[config.mk]
export PLATFORM = sky130hd
export DESIGN_NAME = fifo_burst_reader
export DESIGN_NICKNAME = d
export VERILOG_FILES = /design/src/rtl/fifo_burst_reader_pkg.sv /design/src/rtl/fifo_burst_reader_skid.sv /design/src/rtl/fifo_burst_reader.sv
export SDC_FILE = /design/constraint.sdc
export NUM_CORES = 1
export LEC_CHECK = 0
export CORE_UTILIZATION = 30
export CTS_BUF_LIST = sky130_fd_sc_hd__clkbuf_4
export DETAILED_ROUTE_END_ITERATION = 7
export PLACE_DENSITY = 0.55
export RECOVER_POWER = 100
export SLEW_MARGIN = 20
export SYNTH_ARGS = -nofsm -noshare
export SYNTH_HDL_FRONTEND = slang
export SYNTH_HIERARCHICAL = 1
export SYNTH_SLANG_ARGS = --single-unit
[constraint.sdc]
create_clock -name i_Clk -period 5.3 [get_ports i_Clk]
set_clock_uncertainty 0.2 [all_clocks]
set_input_delay 0.53 -clock i_Clk [delete_from_list [all_inputs] [get_ports i_Clk]]
set_output_delay 0.53 -clock i_Clk [all_outputs]
set_load 0.1 [all_outputs]
[src/rtl/fifo_burst_reader_pkg.sv]
// Shared constants and types for the FIFO burst reader.
// State encodings and prefetch buffer depth.
package fifo_burst_reader_pkg;

  localparam logic [1:0] ST_IDLE  = 2'd0;
  localparam logic [1:0] ST_FETCH = 2'd1;
  localparam logic [1:0] ST_DRAIN = 2'd2;

  localparam int BUF_DEPTH = 2;

  typedef enum logic [1:0] {
    S_IDLE  = ST_IDLE,
    S_FETCH = ST_FETCH,
    S_DRAIN = ST_DRAIN
  } state_t;

endpackage

[src/rtl/fifo_burst_reader_skid.sv]
// Two-entry register buffer holding {last, data} words.
// Ports: clk, rst, push/push_data, pop, head, count.
module fifo_skid_buf
  import fifo_burst_reader_pkg::*;
#(
  parameter int W = 9
) (
  input  logic         clk,
  input  logic         rst,
  input  logic         push,
  input  logic [W-1:0] push_data,
  input  logic         pop,
  output logic [W-1:0] head,
  output logic [1:0]   count
);

  logic [W-1:0] mem [BUF_DEPTH];
  logic         wr_ptr;
  logic         rd_ptr;
  logic [1:0]   cnt;
  logic         do_push;
  logic         do_pop;

  assign do_push = push && (cnt != 2'd2);
  assign do_pop  = pop && (cnt != 2'd0);
  assign head    = mem[rd_ptr];
  assign count   = cnt;

  always_ff @(posedge clk) begin
    if (rst) begin
      wr_ptr <= 1'b0;
      rd_ptr <= 1'b0;
      cnt    <= 2'd0;
      for (int i = 0; i < BUF_DEPTH; i++) begin
        mem[i] <= '0;
      end
    end else begin
      if (do_push) begin
        mem[wr_ptr] <= push_data;
        wr_ptr      <= ~wr_ptr;
      end
      if (do_pop) begin
        rd_ptr <= ~rd_ptr;
      end
      unique case ({do_push, do_pop})
        2'b10:   cnt <= cnt + 2'd1;
        2'b01:   cnt <= cnt - 2'd1;
        default: cnt <= cnt;
      endcase
    end
  end

endmodule

[src/rtl/fifo_burst_reader.sv]
// Pops N words from a standard-mode FIFO and streams them
// out on valid/ready with a last flag on the final word.
// Ports: i_Clk/i_Rst, i_Start/i_Len command, o_Busy/o_Done,
// FIFO read side (o_Rd_En, i_Rd_DV, i_Rd_Data, i_Empty),
// stream side (o_Valid, i_Ready, o_Data, o_Last).
module fifo_burst_reader
  import fifo_burst_reader_pkg::*;
#(
  parameter int WIDTH = 8,
  parameter int LEN_W = 8
) (
  input  logic             i_Clk,
  input  logic             i_Rst,
  input  logic             i_Start,
  input  logic [LEN_W-1:0] i_Len,
  output logic             o_Busy,
  output logic             o_Done,
  output logic             o_Rd_En,
  input  logic             i_Rd_DV,
  input  logic [WIDTH-1:0] i_Rd_Data,
  input  logic             i_Empty,
  output logic             o_Valid,
  input  logic             i_Ready,
  output logic [WIDTH-1:0] o_Data,
  output logic             o_Last
);

  state_t           state;
  state_t           state_nxt;
  logic [LEN_W-1:0] rem_issue;
  logic [LEN_W-1:0] rem_deliver;
  logic             inflight;
  logic             inflight_last;
  logic             done;
  logic             rst_q;
  logic             rd_en;
  logic             pop;
  logic             push;
  logic [1:0]       buf_cnt;
  logic [WIDTH:0]   head;
  logic [2:0]       occ;

  assign pop  = o_Valid && i_Ready;
  assign push = i_Rd_DV && inflight && (buf_cnt != 2'd2);

  // Buffer slots committed after this edge: held words
  // plus the read in flight, minus the word leaving now.
  assign occ = {1'b0, buf_cnt} + {2'b0, inflight}
             - {2'b0, pop};

  always_comb begin
    state_nxt = state;
    rd_en     = 1'b0;
    unique case (state)
      S_IDLE: begin
        if (i_Start && (i_Len != '0)) state_nxt = S_FETCH;
      end
      S_FETCH: begin
        rd_en = !i_Empty && (occ < 3'd2);
        if (rd_en && (rem_issue == LEN_W'(1))) begin
          state_nxt = S_DRAIN;
        end
      end
      S_DRAIN: begin
        if (pop && (rem_deliver == LEN_W'(1))) begin
          state_nxt = S_IDLE;
        end
      end
      default: state_nxt = S_IDLE;
    endcase
  end

  always_ff @(posedge i_Clk) begin
    if (i_Rst) state <= S_IDLE;
    else       state <= state_nxt;
  end

  always_ff @(posedge i_Clk) begin
    if (i_Rst) begin
      rem_issue     <= '0;
      rem_deliver   <= '0;
      inflight      <= 1'b0;
      inflight_last <= 1'b0;
      done          <= 1'b0;
    end else begin
      inflight      <= rd_en;
      // The final read carries the last flag into the buffer.
      inflight_last <= rd_en && (rem_issue == LEN_W'(1));
      done <= ((state == S_IDLE) && i_Start && (i_Len == '0))
           || ((state == S_DRAIN) && pop
               && (rem_deliver == LEN_W'(1)));
      if ((state == S_IDLE) && i_Start) begin
        rem_issue   <= i_Len;
        rem_deliver <= i_Len;
      end else begin
        if (rd_en) rem_issue <= rem_issue - LEN_W'(1);
        if (pop && (state != S_IDLE)) begin
          rem_deliver <= rem_deliver - LEN_W'(1);
        end
      end
    end
  end

  // A read issued just before reset still returns data in
  // the following cycle; that word is expected and dropped.
  always_ff @(posedge i_Clk) begin
    rst_q <= i_Rst;
  end

  always_ff @(posedge i_Clk) begin
    if (!i_Rst && !rst_q && i_Rd_DV) begin
      assert (inflight && (buf_cnt != 2'd2));
    end
  end

  fifo_skid_buf #(
    .W(WIDTH + 1)
  ) u_buf (
    .clk       (i_Clk),
    .rst       (i_Rst),
    .push      (push),
    .push_data ({inflight_last, i_Rd_Data}),
    .pop       (pop),
    .head      (head),
    .count     (buf_cnt)
  );

  assign o_Valid = (buf_cnt != 2'd0);
  assign o_Data  = head[WIDTH-1:0];
  assign o_Last  = o_Valid && head[WIDTH];
  assign o_Busy  = (state != S_IDLE);
  assign o_Done  = done;
  assign o_Rd_En = rd_en;

endmodule
-- Word level (Yosys, flattened, before mapping)
Memory sizes are Yosys's and may differ from the RTL's. A register that Yosys moved wholly into a read port is not among the register bits.
Index checks and enable logic that the tools add are counted.
- bits of input ports: 22
- word-level logic and storage cells: 77
- memories kept: 1
- register bits after elaboration: 25
- bits in writable memories: 18
- memory list (name ; depth ; width ; read ports ; clocked after memory_dff ; write ports ; RTL line ; text):
    u_buf.mem ; 2 ; 9 ; 1 ; 1 ; 2 ; fifo_burst_reader_skid.sv:17 ; logic [W-1:0] mem [BUF_DEPTH];
- $add $sub $neg: 6
- order comparisons: 1
- bitwise gates (word level): 2
- eq/ne operators: 10
- reductions and logical operators: 28
- muxes and demuxes: 20
- operator list (kind ; number):
    $mux W8 ; 4
    $eq A8 B1 Y1 const B ; 2
    $logic_and A1 B1 Y1 ; 16
    $sub A8 B1 Y8 const B ; 2
    $mux W1 ; 10
    $reduce_bool A2 Y1 ; 5
    $mux W9 ; 1
    $reduce_or A9 Y1 ; 1
    $logic_not A8 Y1 ; 1
    $ne A2 B2 Y1 const B ; 4
    $reduce_bool A8 Y1 ; 1
    $mux W2 ; 3
    $pmux W2 S3 ; 1
    $eq A2 B1 Y1 const B ; 2
    $eq A2 B2 Y1 const B ; 2
    $pmux W2 S2 ; 1
    $add A2 B1 Y3 ; 1
    $lt A3 B2 Y1 const B ; 1
    $reduce_and A3 Y1 ; 1
    $sub A3 B1 Y3 ; 1
    $add A2 B1 Y2 const B ; 1
    $logic_not A2 Y1 ; 1
    $not A1 Y1 ; 2
    $sub A2 B1 Y2 const B ; 1
    2 further kinds ; 2

-- Logic depth before layout (Yosys ltp)
- depth after elaboration: 8
- mapped depth: 9
- depth with buffers taken out: 9

-- Modules after synthesis
Netlist, hierarchy kept.
- modules (own cells, without submodules) (module ; area each (um^2) ; sequential area each (um^2) ; cells an instance ; instances):
    fifo_burst_reader ; 1173.6 ; 420.4 ; 139 ; 1
    fifo_skid_buf ; 1011.0 ; 640.6 ; 81 ; 1

-- Worst setup path before layout
Ideal clock, no wire load.
- path type: input -> output
- start point: input port i_Ready
- end point: output port o_Rd_En
- stages on the path: 7
- buffers on the path: 0
- setup slack: 2.279 ns
- arrival: 2.291 ns
- cell sequence: o21a_1 > ha_1 > nand2b_1 > fa_1 > and4bb_2 > nand2_1 > inv_2
- word-level cells in the longest chain between the ends: 5
- ends and longest elaborated chain (what ; RTL line ; text):
    start, declared ; fifo_burst_reader.sv:23 ; input logic i_Ready,
    $logic_and A1 B1 Y1 ; fifo_burst_reader.sv:43 ; assign pop = o_Valid && i_Ready;
    $sub A3 B1 Y3 ; fifo_burst_reader.sv:49 ; - {2'b0, pop};
    $lt A3 B2 Y1 ; fifo_burst_reader.sv:59 ; rd_en = !i_Empty && (occ < 3'd2);
    $logic_and A1 B1 Y1 ; fifo_burst_reader.sv:59 ;
    $mux W1 ; fifo_burst_reader.sv:54 ; unique case (state)
    end, declared ; fifo_burst_reader.sv:18 ; output logic o_Rd_En,
Every way passes these cells.

-- Worst setup path after layout
- start point: register u_buf.cnt[1] (netlist: u_buf/count[1])
- end point: output port o_Rd_En
- word-level cells in the longest chain between the ends: 6
- ends and longest elaborated chain (what ; RTL line ; text):
    start, declared ; fifo_burst_reader_skid.sv:20 ; logic [1:0] cnt;
    start signal, assigned ; fifo_burst_reader_skid.sv:46 ; 2'b10: cnt <= cnt + 2'd1;
    start signal, assigned ; fifo_burst_reader_skid.sv:47 ; 2'b01: cnt <= cnt - 2'd1;
    start signal, assigned ; fifo_burst_reader_skid.sv:48 ; default: cnt <= cnt;
    $reduce_bool A2 Y1 ; fifo_burst_reader.sv:128 ; assign o_Valid = (buf_cnt != 2'd0);
    $logic_and A1 B1 Y1 ; fifo_burst_reader.sv:43 ;
    named net pop ; fifo_burst_reader.sv:37 ; logic pop;
    $sub A3 B1 Y3 ; fifo_burst_reader.sv:49 ;
    $lt A3 B2 Y1 ; fifo_burst_reader.sv:59 ;
    $logic_and A1 B1 Y1 ; fifo_burst_reader.sv:59 ;
    $mux W1 ; fifo_burst_reader.sv:54 ;
The timed path passes the listed nets, and every way through them passes these cells.

==> impl_metrics.toml <==
[global_routing]
grt_max_degree = 39
grt_pass1_vias = 1586
antenna_found_initial = 0
track_usage_pct = 13.35
overflow = 0
grt_pass1_wl_um = 7810

[synthesis]
synth_area_um2 = 2185
synthCells = 220
yosysMostFrequentCell = "nor2_1"
synth_warnings = 6
synth_top_area_cell = "edfxtp_1"
synth_ff_type = "dfxtp_1"
synth.distinct_cells = 49
syn_avg_cell_area_um2 = 9.930
yosysTopAreaCellShare_pct = 24.74
synth_nets = 249
ys_top_cells_by_area = "edfxtp_1 (25%), dfxtp_1 (24%), nor2_1 (4.8%)"
synthArstFlopShare_pct = 0
synth-seq-cells = 44
synth_common_cells = "nor2_1 (28), dfxtp_1 (26), edfxtp_1 (18), nand2_1 (16), nand2b_1 (12)"
synth_edf_count = 18
ys_seq_area_share_pct = 48.57

[floorplan]
die_h_um = 87.34
core_um2 = 6907
io_pins = 35
die_x_um = 87.34
num_rows = 30
die_area_um2 = 7627
initial_core_util_pct = 31.63

[route]
drtAntennaViolNets = 0
drtIter0Drc = 70
drc_errors = 0
wl_per_cell_um = 13.68
via_per_inst = 4.901
wirelength_um = 4816
vias = 1725
firstDrtPassIters = 4

[timing]
hold_viol_final = 0
hold_ws_ns = 0.3048
max_freq_mhz = 233.0
setup_viol = 0
tns_ns = 0
worstMarginPinSlew_ns = 1.197
fin_crit_sh_pct = 80.99
slew_violations = 0
grt_setup_unrepaired = "no"
min_period_ns = 4.293
slew_headroom_pct = 20.54

[place]
port_buffers = 34
placed_area_um2 = 2624
hpwl_um = 3338
place.gp.congestion = 0.8424

[cts]
ctsResizeCount = 0
worstSkewPairLatency_ns = 0.36
cts-root-buf = "clkbuf_4"
cts_setup_buffers = 0
cts_max_level = 2
clk_path_buf_depth = 2
path_clk_slew_ns = 0.14
cts_hold_buffers = 0
numCtsBuffers = 5
cts_tree = "built"
cts_sinks = 44

[final_layout]
drive_above_1_share_pct = 10.94
area_growth_syn_to_layout_pct = 23.20
insertedDiodeCount = 0
final_design_area_no_fill_um2 = 2691
layout.nets = 284

[worst_setup_path]
worstPathMaxFanout = 10
regToRegSetupSlack_ns = 2.29
cp.arrival_ns = 3.56
critPathLaunchType = "flip-flop"
critPathRequiredTime_ns = 4.57
critical_path_class = "reg2out"
crit_path_end_kind = "output port"

[run_status]
run_status = "finished clean"

[power]
power_density_nw_per_um2 = 267.6
vdd_drop_max_uv = 115.1
power.leakage_nw = 0.9419

[min_path]
hp-class = "reg2reg"

[flow_run]
max-cap-violations = 0
path summary, 6_finish.rpt:
kind | to | cells after the start | from
worst max-delay path | o_Rd_En | 8 | u_buf/count[1]$_SDFFE_PP0P_
worst min-delay path | rem_issue[5]$_SDFFE_PP0P_ | 2 | rem_issue[5]$_SDFFE_PP0P_
worst max register to register | rem_issue[7]$_SDFFE_PP0P_ | 8 | u_buf/count[1]$_SDFFE_PP0P_
worst min register to register | rem_issue[5]$_SDFFE_PP0P_ | 2 | rem_issue[5]$_SDFFE_PP0P_
power breakdown:
part / internal [mW] / total (mW) / switching [mW]
Clock: 0.0984 / 0.209 / 0.111
Combinational: 0.0474 / 0.130 / 0.0828
Sequential: 0.369 / 0.381 / 0.0122
cell families after synthesis:
logic type | share of synthesized area, %
multiplexers | 4.639
adder cells (fa/ha/maj) | 4.353
AND/OR/NAND/NOR | 23.71
buffers and inverters | 2.921
AO/OA/AOI/OAI | 13.80
flip-flops | 48.57
XOR/XNOR | 2.004
layer usage:
metal  part of all wire [%]  vias up  GRT usage, %  wire length, um
met5                      0        -             0                0
li1                       -      880             -                -
met2                     41       42         20.31             1997
met4                    1.6        0         4.024               78
met1                     52      796         18.50             2507
met3                    4.8        7         3.507              232
cell usage in the layout (no fill, tap or decap), drive strengths merged, types with 3 or more instances in the layout:
cell           count
a21oi              8
a31oi              9
clkbuf             7
clkdlybuf4s50     19
dfxtp             26
dlygate4sd3       14
edfxtp            18
ha                 6
inv                8
mux2               9
nand2             16
nand2b            13
nand3              8
nand4              4
nor2              28
nor3               3
nor4               3
o211ai             5
o311ai             4
or2                4
or3                6
xnor2              4
per-stage QoR:
stage | power, mW | instances | util (%) | setup slack, ns
floorplan | 0.4763 | 220 | - | 2.279
global placement | 0.5211 | 344 | 37.99 | 1.718
detailed placement | 0.5210 | 344 | 37.99 | 1.665
CTS | 0.7325 | 352 | 39.15 | 1.651
global route | 0.7573 | 352 | 38.97 | 0.8217
finish | 0.7201 | 352 | 38.97 | 1.007
worst max-delay path, cell delays in order, from the launching register on:
cell,delay (ns)
dfxtp_1,0.58
o21a_1,0.25
ha_1,0.24
nand2b_1,0.15
fa_1,0.37
xnor2_1,0.35
nand2_1,0.18
inv_1,0.17
clkbuf_1,0.90
state kept, by name, indices dropped and copies added (netlist names), named ones only:
register,flops
inflight,1
inflight_last,1
o_Done,1
rem_deliver,8
rem_issue,8
state,2
u_buf/count,2
u_buf/mem,18
u_buf/rd_ptr,1
u_buf/wr_ptr,1
final cells by class:
cell class                      instances  area (um^2)
Clock buffer                            5        37.54
Inverter                                8        30.03
Tap cell                               96        120.1
Multi-Input combinational cell        160         1055
Fill cell                             741         4215
Sequential cell                        44         1061
Clock inverter                          3        42.54
Timing Repair Buffer                   36        345.3
Note: power is estimated with default switching activity, not from simulation.
